File: config.mk
export PLATFORM = sky130hd
export DESIGN_NAME = round_controller
export DESIGN_NICKNAME = d
export VERILOG_FILES = /design/src/rtl/rc_pkg.sv /design/src/rtl/round_timer.sv /design/src/rtl/round_controller.sv
export SDC_FILE = /design/constraint.sdc
export NUM_CORES = 1
export LEC_CHECK = 0
export BUFFER_PORTS_ARGS = -buffer_cell sky130_fd_sc_hd__buf_2
export CAP_MARGIN = 10
export CORE_MARGIN = 2
export CORE_UTILIZATION = 40
export CTS_CLUSTER_DIAMETER = 50
export DETAILED_ROUTE_END_ITERATION = 10
export GPL_TIMING_DRIVEN = 0
export SLEW_MARGIN = 20
export SYNTH_ARGS = -nofsm -noshare
export SYNTH_HDL_FRONTEND = slang
export SYNTH_SLANG_ARGS = --single-unit
export TNS_END_PERCENT = 30
File: constraint.sdc
create_clock -name clock -period 4.6 [get_ports clock]
set_input_delay 0.69 -clock clock [delete_from_list [all_inputs] [get_ports clock]]
set_output_delay 0.69 -clock clock [all_outputs]
set_load 0.02 [all_outputs]
File: src/rtl/rc_pkg.sv
// Shared types and constants for the game-round sequencer: state encoding,
// prompt direction codes and the LFSR output field layout.
package rc_pkg;

    typedef enum logic [2:0] {
        IDLE,
        SEED,
        STEP,
        LATCH,
        WAIT,
        OVER
    } state_t;

    localparam logic [1:0] DIR_UP    = 2'd0;
    localparam logic [1:0] DIR_RIGHT = 2'd1;
    localparam logic [1:0] DIR_DOWN  = 2'd2;
    localparam logic [1:0] DIR_LEFT  = 2'd3;

    localparam int LFSR_DIR_LSB = 0;
    localparam int LFSR_DIR_MSB = 1;
    localparam int LFSR_NOT_BIT = 2;

    localparam int TIME_W = 20;

    // A "NOT" prompt inverts the sense of the direction match.
    function automatic logic answer_ok(input logic [1:0] key,
                                       input logic [1:0] dir,
                                       input logic       inv);
        return (key == dir) ^ inv;
    endfunction

endpackage

File: src/rtl/round_timer.sv
// Per-round response timer: computes the shrinking response window from the
// score, loads it at the start of a round and counts it down to zero.
module round_timer
    import rc_pkg::*;
#(
    parameter logic [19:0] TIMEOUT_CYCLES = 20'd1000000,
    parameter logic [19:0] STEP_DEC       = 20'd20000,
    parameter logic [19:0] MIN_CYCLES     = 20'd250000,
    parameter int          SCORE_WIDTH    = 8
) (
    input  logic                   clock,
    input  logic                   resetn,
    input  logic                   i_load,
    input  logic                   i_dec,
    input  logic [SCORE_WIDTH-1:0] i_score,
    output logic [TIME_W-1:0]      o_time_left,
    output logic                   o_last
);

    // Wide enough that score*STEP_DEC never overflows and the difference keeps a sign bit.
    localparam int PW = TIME_W + SCORE_WIDTH + 2;

    logic        [PW-1:0]     w_prod;
    logic signed [PW-1:0]     w_diff;
    logic        [TIME_W-1:0] w_window;
    logic        [TIME_W-1:0] r_time_left;

    function automatic logic [TIME_W-1:0] clamp_window(input logic signed [PW-1:0] diff);
        if (diff < $signed(PW'(MIN_CYCLES))) begin
            return MIN_CYCLES;
        end
        return diff[TIME_W-1:0];
    endfunction

    always_comb begin
        w_prod   = PW'(i_score) * PW'(STEP_DEC);
        w_diff   = $signed(PW'(TIMEOUT_CYCLES)) - $signed(w_prod);
        w_window = clamp_window(w_diff);
    end

    always_ff @(posedge clock or negedge resetn) begin
        if (!resetn) begin
            r_time_left <= '0;
        end else if (i_load) begin
            r_time_left <= w_window;
        end else if (i_dec && (r_time_left != '0)) begin
            r_time_left <= r_time_left - TIME_W'(1);
        end
    end

    assign o_time_left = r_time_left;
    assign o_last      = (r_time_left == TIME_W'(1));

endmodule

File: src/rtl/round_controller.sv
// Game-round sequencer: steps the LFSR for each prompt, times the response,
// checks the key press, keeps score and declares game over.
module round_controller
    import rc_pkg::*;
#(
    parameter logic [19:0] TIMEOUT_CYCLES = 20'd1000000,
    parameter logic [19:0] STEP_DEC       = 20'd20000,
    parameter logic [19:0] MIN_CYCLES     = 20'd250000,
    parameter int          SCORE_WIDTH    = 8
) (
    input  logic                   clock,
    input  logic                   resetn,
    input  logic                   start,
    input  logic                   key_valid,
    input  logic [1:0]             key_dir,
    input  logic [2:0]             lfsr_value,
    output logic                   lfsr_enable,
    output logic                   lfsr_reset,
    output logic                   prompt_valid,
    output logic [1:0]             prompt_dir,
    output logic                   prompt_not,
    output logic [TIME_W-1:0]      time_left,
    output logic [SCORE_WIDTH-1:0] score,
    output logic                   game_over
);

    state_t                 r_state;
    state_t                 w_next;
    logic                   w_correct;
    logic                   w_last;
    logic                   w_begin;
    logic                   r_prompt_valid;
    logic [1:0]             r_prompt_dir;
    logic                   r_prompt_not;
    logic [SCORE_WIDTH-1:0] r_score;
    logic                   r_game_over;

    function automatic logic [SCORE_WIDTH-1:0] sat_inc(input logic [SCORE_WIDTH-1:0] s);
        return (s == '1) ? s : s + SCORE_WIDTH'(1);
    endfunction

    assign w_correct = answer_ok(key_dir, r_prompt_dir, r_prompt_not);
    assign w_begin   = ((r_state == IDLE) || (r_state == OVER)) && start;

    always_comb begin
        w_next      = r_state;
        lfsr_enable = 1'b0;
        lfsr_reset  = 1'b0;
        unique case (r_state)
            IDLE, OVER: if (start) w_next = SEED;
            SEED: begin
                lfsr_enable = 1'b1;
                lfsr_reset  = 1'b1;
                w_next      = STEP;
            end
            STEP: begin
                lfsr_enable = 1'b1;
                w_next      = LATCH;
            end
            LATCH: w_next = WAIT;
            WAIT: begin
                // A key press in the final cycle still counts: key beats timeout.
                if (key_valid) begin
                    w_next = w_correct ? STEP : OVER;
                end else if (w_last) begin
                    w_next = OVER;
                end
            end
            default: w_next = IDLE;
        endcase
    end

    always_ff @(posedge clock or negedge resetn) begin
        if (!resetn) begin
            r_state        <= IDLE;
            r_prompt_valid <= 1'b0;
            r_prompt_dir   <= 2'd0;
            r_prompt_not   <= 1'b0;
            r_score        <= '0;
            r_game_over    <= 1'b0;
        end else begin
            r_state        <= w_next;
            r_prompt_valid <= (w_next == WAIT);
            if (r_state == LATCH) begin
                r_prompt_dir <= lfsr_value[LFSR_DIR_MSB:LFSR_DIR_LSB];
                r_prompt_not <= lfsr_value[LFSR_NOT_BIT];
            end
            if (w_begin) begin
                r_score     <= '0;
                r_game_over <= 1'b0;
            end else if ((r_state == WAIT) && key_valid && w_correct) begin
                r_score <= sat_inc(r_score);
            end else if ((r_state == WAIT) && (w_next == OVER)) begin
                r_game_over <= 1'b1;
            end
        end
    end

    round_timer #(
        .TIMEOUT_CYCLES (TIMEOUT_CYCLES),
        .STEP_DEC       (STEP_DEC),
        .MIN_CYCLES     (MIN_CYCLES),
        .SCORE_WIDTH    (SCORE_WIDTH)
    ) u_timer (
        .clock       (clock),
        .resetn      (resetn),
        .i_load      (r_state == LATCH),
        .i_dec       (r_state == WAIT),
        .i_score     (r_score),
        .o_time_left (time_left),
        .o_last      (w_last)
    );

    assign prompt_valid = r_prompt_valid;
    assign prompt_dir   = r_prompt_dir;
    assign prompt_not   = r_prompt_not;
    assign score        = r_score;
    assign game_over    = r_game_over;

endmodule

* After elaboration in Yosys (flattened, before gate mapping) *
Index checks and enable logic that the tools add are counted.

cells by class
  equality and inequality tests = 12
  mux-type cells = 18
  reduce and logical (&&, ||, !) cells = 15
  $add $sub $neg = 3
  bitwise operators = 1
  magnitude comparators = 1
  $mul = 1

operators by type and width
  kind                                                   number
  2-to-1 mux 20 bit                                      4
  < comparator 30 x 19 -> 1 bit (second input constant)  1
  2-to-1 mux 8 bit                                       3
  subtractor 20 x 23 -> 24 bit (first input constant)    1
  == test 20 x 1 -> 1 bit (second input constant)        1
  nonzero test 20 bit                                    1
  subtractor 20 x 1 -> 20 bit (second input constant)    1
  multiplier 8 x 10 -> 18 bit (second input constant)    1
  case mux 3 bit (5 select lines)                        1
  == test 3 bit (second input constant)                  4
  2-to-1 mux 3 bit                                       4
  adder 8 x 1 -> 8 bit (second input constant)           1
  == test 8 bit (second input constant)                  1
  == test 3 x 2 -> 1 bit (second input constant)         2
  2-to-1 mux 1 bit                                       6
  nonzero test 2 bit                                     3
  logical AND 1 bit                                      5
  != test 2 bit (second input constant)                  2
  AND reduction 2 bit                                    2
  OR reduction 2 bit                                     2
  == test 3 x 1 -> 1 bit (second input constant)         1
  zero test 3 bit                                        1
  == test 2 bit                                          1
  logical OR 1 bit                                       1
  bitwise XOR 1 bit                                      1

word-level totals
  output and inout bits = 35
  bits of input ports = 9
  word-level logic and storage cells = 58
  register bits = 36

* Depth between registers and ports, before layout *
  depth in word-level cells = 10
  depth in mapped cells = 17
  gate-level depth less buffers = 16

* Hierarchy *
A second synthesis with hierarchy kept.

unflattened totals
  cells, all modules = 420
  area, all modules = 3854.9 um^2

modules (own cells, without submodules)
  module            seq. area each (um^2)  cells an instance  times used  area each (um^2)
  round_timer       500.5                  333                1           2954.1
  round_controller  400.4                  87                 1           900.9

* Least setup slack after synthesis *
Ideal clock, no wire load.

  path type = reg-to-reg
  start = register r_score[2] (netlist: score[2])
  end = register u_timer.r_time_left[14] (netlist: u_timer.o_time_left[14])
  slack = -0.276 ns
  arrival time = 4.750 ns
  period minus slack after synthesis = 4.876 ns
  data required time = 4.474 ns
  setup time = 0.126 ns
  stages on the path, launching flop included = 17
  path buffers = 1
  path through = dfrtp_1 -> inv_1 -> ha_1 -> ha_1 -> inv_1 -> fa_1 -> fa_1 -> fa_1 -> or3b_1 -> nor2_1 -> nand2_1 -> a21oi_1 -> xor2_1 -> nand4_1 -> o21a_1 -> buf_2 -> o32a_1

between the ends
  word-level cells in the longest chain between the ends = 6

ends and longest elaborated chain
  element                         RTL line                text
  from (decl)                     round_controller.sv:35  logic [SCORE_WIDTH-1:0] r_score;
  from (signal assigned)          round_controller.sv:92  r_score <= sat_inc(r_score);
  multiplier 8 x 10 -> 18 bit *   round_timer.sv:36       w_prod = PW'(i_score) * PW'(STEP_DEC);
  subtractor 20 x 23 -> 24 bit *  round_timer.sv:37       w_diff = $signed(PW'(TIMEOUT_CYCLES)) - $signed(w_prod);
  < comparator 30 x 19 -> 1 bit   round_timer.sv:29       if (diff < $signed(PW'(MIN_CYCLES))) begin
  2-to-1 mux 1 bit                round_timer.sv:29
  2-to-1 mux 20 bit *             round_timer.sv:32       return diff[TIME_W-1:0];
  2-to-1 mux 20 bit *             round_timer.sv:44       end else if (i_load) begin
  to (signal assigned)            round_timer.sv:45       r_time_left <= w_window;
  to (signal assigned)            round_timer.sv:47       r_time_left <= r_time_left - TIME_W'(1);
  to (decl)                       round_timer.sv:26       logic [TIME_W-1:0] r_time_left;

Mark *: on every way between the ends. The rest lies on a longest branch, timed or not.
A chain may end at the register's enable or synchronous reset.

* Final worst setup path *
  start = register r_score[3] (netlist: score[3])
  end = register u_timer.r_time_left[17] (netlist: u_timer.o_time_left[17])

Same word-level chain as after synthesis.

==> results.json <==
{
  "numPortBuffers": 43,
  "cp.required_ns": 4.76,
  "fin_cells": 558,
  "tightest_slew_ns": 0.876,
  "fmax_mhz": 223,
  "grt_max_degree": 37,
  "path_class": "reg2reg",
  "grt_pass1_wl_mm": 13.4,
  "power_density_nw_per_um2": 441,
  "rows": 33,
  "status": "completed",
  "cts.sinks": 36,
  "cp_data_arrival_time_ns": 4.65,
  "ir_worst_vdd_mv": 0.180,
  "dp_slack_ns": -0.628,
  "setup_violations": 0,
  "cts_buffers": 5,
  "vias": 3002,
  "area_growth_pct": 27.4,
  "place_congestion": 0.797,
  "worstPathCellList": "inv_4 -> ha_4 -> ha_4 -> inv_2 -> fa_1 -> fa_1 -> fa_1 -> or3b_4 -> nor2_4 -> a211oi_4 -> or2_1 -> a41oi_2 -> nand2_2 -> or3_4 -> a2bb2oi_2",
  "final.setup.worst_slack_ns": 0.116,
  "p_sw_share_pct": 46.2,
  "clk_latency_ns": 0.29,
  "synthFlopType": "dfrtp_1",
  "drtIter0Drc": 123,
  "pwr-share-seq_pct": 28.9,
  "ioPinCount": 44,
  "period_minus_slack_ns": 4.48,
  "syn_inst": 378,
  "crit_cells": 15,
  "rsz0062_at_grt": "yes",
  "die-height_um": 96.3,
  "antenna_cells": 0,
  "syn_nets": 441,
  "async_flop_share_pct": 100,
  "synth_cell_types": 58,
  "place_area_um2": 3770,
  "grt_overflow": 0,
  "p_sw_mw": 0.884,
  "first_pass_iters": 4,
  "leakagePower_nw": 2.11,
  "synth_edf_count": 0,
  "fin_tns_setup_ns": 0,
  "rr_startpoint": "score[3]",
  "r2r-end": "u_timer.o_time_left[17]",
  "clk_pin_slew_ns": 0.08,
  "cts_tree": "yes",
  "cpLargestDelayFamily": "adder cells",
  "ys_ff_latch": 36,
  "totalPowerFinal_mw": 1.91,
  "p_comb_share_pct": 56.2,
  "avgSynthCellArea_um2": 9.01,
  "min_path_type": "in2async",
  "place_inst": 526,
  "postCtsHoldBufs": 0,
  "netlist_area_um2": 3400,
  "max_stage_delay_ns": 0.56,
  "cp_max_fo": 4,
  "worstSetupStartpointType": "register",
  "drv_cap": 0,
  "worstSetupEndpointType": "register",
  "post_route_cells_drive_above_1_share_pct": 29.6,
  "clk_path_buf_depth": 2,
  "reg2reg_depth": 15,
  "post-route-period-util_pct": 97.5,
  "htreeDepth": 2,
  "hold_violations": 0,
  "cp_common_cell": "fa_1",
  "chipWidth_um": 96.3,
  "grt_pass1_vias": 2746,
  "p_clk_share_pct": 14.9,
  "crit_path_top_delay_cell": "fa_1",
  "ant_nets": 0,
  "detail_route.wl_per_cell_um": 15.1,
  "clock_skew_ns": 0.00484,
  "dp_hpwl_mm": 6.17,
  "cp.buffers_inverters": 2,
  "setup.worst_path.start": "score[3]",
  "vias_per_cell": 5.38,
  "p_int_mw": 1.03,
  "die_area_um2": 9270,
  "antenna_found_initial": 0,
  "start_util_pct": 41.4,
  "wl_mm": 8.41,
  "grt_usage_pct": 18.7,
  "clock-root-buffer": "clkbuf_8",
  "final_area_um2": 4340,
  "drc": 0,
  "seq_area_frac_synth_pct": 26.5,
  "core_area_um2": 8220,
  "maxSlewViolCount": 0,
  "nets": 515,
  "rrSetupSlack_ns": 0.12,
  "relSlewSlack_pct": 41.5,
  "yosysWarnings": 0,
  "crit_end": "u_timer.o_time_left[17]"
}
## layer usage
metal	up-vias	track usage (%)	share of wire, %
met5	-	0	0
met4	0	7.02	1.5
met3	10	2.58	3.5
met2	59	30.3	48
met1	1459	25.3	47
li1	1474	-	-
## power by group through the flow
| stage | Combinational [mW] | Sequential, mW | Clock (mW) |
|---|---|---|---|
| after detailed placement | 0.961 | 0.559 | 0 |
| final | 1.07 | 0.553 | 0.285 |
| after floorplan | 0.582 | 0.658 | 0 |
| after global placement | 0.953 | 0.554 | 0 |
| after CTS | 1.01 | 0.553 | 0.291 |
| after global routing | 1.19 | 0.574 | 0.307 |
## cell usage after synthesis, types with 2 or more instances
library cell,n,area (um^2)
o21a_1,2,15.0
a21oi_1,20,100
xnor2_1,23,201
o21ai_0,11,55.1
inv_1,34,128
nor4_1,6,37.5
or4_1,2,15.0
mux2i_1,2,20.0
o211ai_1,2,15.0
nor2b_1,2,12.5
xor2_1,20,175
o32ai_1,6,52.6
or4_4,2,22.5
o31ai_1,2,15.0
dfrtp_1,36,901
nand3_1,10,50.1
o21ai_1,4,20.0
nand4_1,2,12.5
and2_1,2,12.5
clkbuf_1,6,22.5
ha_1,42,526
a211oi_1,3,22.5
a2bb2oi_1,2,17.5
nand2b_1,6,37.5
o22ai_1,2,12.5
nor3_1,6,30.0
nor3b_1,2,15.0
nor2_1,36,135
a41oi_1,2,17.5
nand2_1,32,120
or2_2,3,18.8
or3_1,5,31.3
a21o_1,2,15.0
o32a_1,4,40.0
or3b_1,3,26.3
fa_1,12,240
## cell families (layout without fill, tap and decap cells)
group                      count (synthesis)  after routing  synth area share [%]
and+or+nand+nor                          128            128                  19.4
muxes                                      2              2                 0.588
AOI/OAI and AO/OA                         73             73                  15.2
xor gates and xnor gates                  43             43                  11.1
DFF                                       36             36                  26.5
buffers and inverters                     42            117                  4.78
adders and majority gates                 54             54                  22.5
## cell type report
| cell class | count | area, um^2 |
|---|---|---|
| Buffer | 7 | 33.8 |
| Clock inverter | 3 | 42.5 |
| Sequential cell | 36 | 907 |
| Tap cell | 105 | 131 |
| Fill cell | 757 | 3880 |
| Inverter | 34 | 133 |
| Clock buffer | 5 | 68.8 |
| Timing Repair Buffer | 68 | 403 |
| Multi-Input combinational cell | 300 | 2620 |
## cells in the final DEF (no fill, tap or decap), types with 3 or more instances in the layout
| master | count |
|---|---|
| buf_2 | 43 |
| ha_1 | 37 |
| nor2_1 | 34 |
| dfrtp_1 | 31 |
| inv_1 | 30 |
| nand2_1 | 29 |
| buf_4 | 27 |
| xnor2_1 | 21 |
| xor2_1 | 16 |
| a21oi_1 | 16 |
| fa_1 | 12 |
| nand3_1 | 9 |
| o21ai_0 | 8 |
| nor4_1 | 6 |
| nand2b_1 | 6 |
| nor3_1 | 6 |
| o21ai_1 | 6 |
| clkbuf_1 | 5 |
| o32ai_1 | 5 |
| ha_4 | 5 |
| clkbuf_8 | 5 |
| dfrtp_2 | 5 |
| xor2_2 | 4 |
| o32a_1 | 4 |
| or2_2 | 3 |
| nand2_2 | 3 |
| or3_1 | 3 |
| or3_4 | 3 |
## per-stage QoR
step | hold WS [ns] | utilization, %
2_1_floorplan | 0.394 | -
3_3_place_gp | 0.501 | 45.8
3_5_place_dp | 0.508 | 45.9
4_1_cts | 0.516 | 49.8
5_1_grt | 0.550 | 52.8
6_report | 0.484 | 52.8
## worst min path at each step
stage                                   endpoint  cells after the start  slack [ns]          start
final                     u_timer.o_time_left[3]                      1        0.48         resetn
after global routing      u_timer.o_time_left[3]                      1        0.55         resetn
after CTS                 u_timer.o_time_left[7]                      1        0.52         resetn
after detailed placement              prompt_not                      2        0.51     prompt_not
after global placement             prompt_dir[0]                      2        0.50  prompt_dir[0]
after floorplan                        game_over                      0        0.39         resetn
## worst register-to-register path: stages, from the launching register on
cell,delay [ns]
dfrtp_2,0.44
inv_4,0.07
ha_4,0.20
ha_4,0.25
inv_2,0.03
fa_1,0.46
fa_1,0.52
fa_1,0.56
or3b_4,0.42
nor2_4,0.19
a211oi_4,0.09
or2_1,0.27
a41oi_2,0.22
nand2_2,0.10
or3_4,0.39
a2bb2oi_2,0.14
## flip-flops by register name, indices dropped and copies added, names as in the netlist
| register | count |
|---|---|
| game_over | 1 |
| u_timer.o_time_left | 20 |
| score | 8 |
| r_state | 3 |
| prompt_not | 1 |
| prompt_valid | 1 |
| prompt_dir | 2 |
## repair_timing
item,4_1_cts,5_1_grt
resized for setup,29,27
pin swaps,9,26
hold endpoints to repair,0,0
setup buffers,13,12
setup endpoints to repair,16,15
cloned,0,0
(Power assumes the default switching activity.)
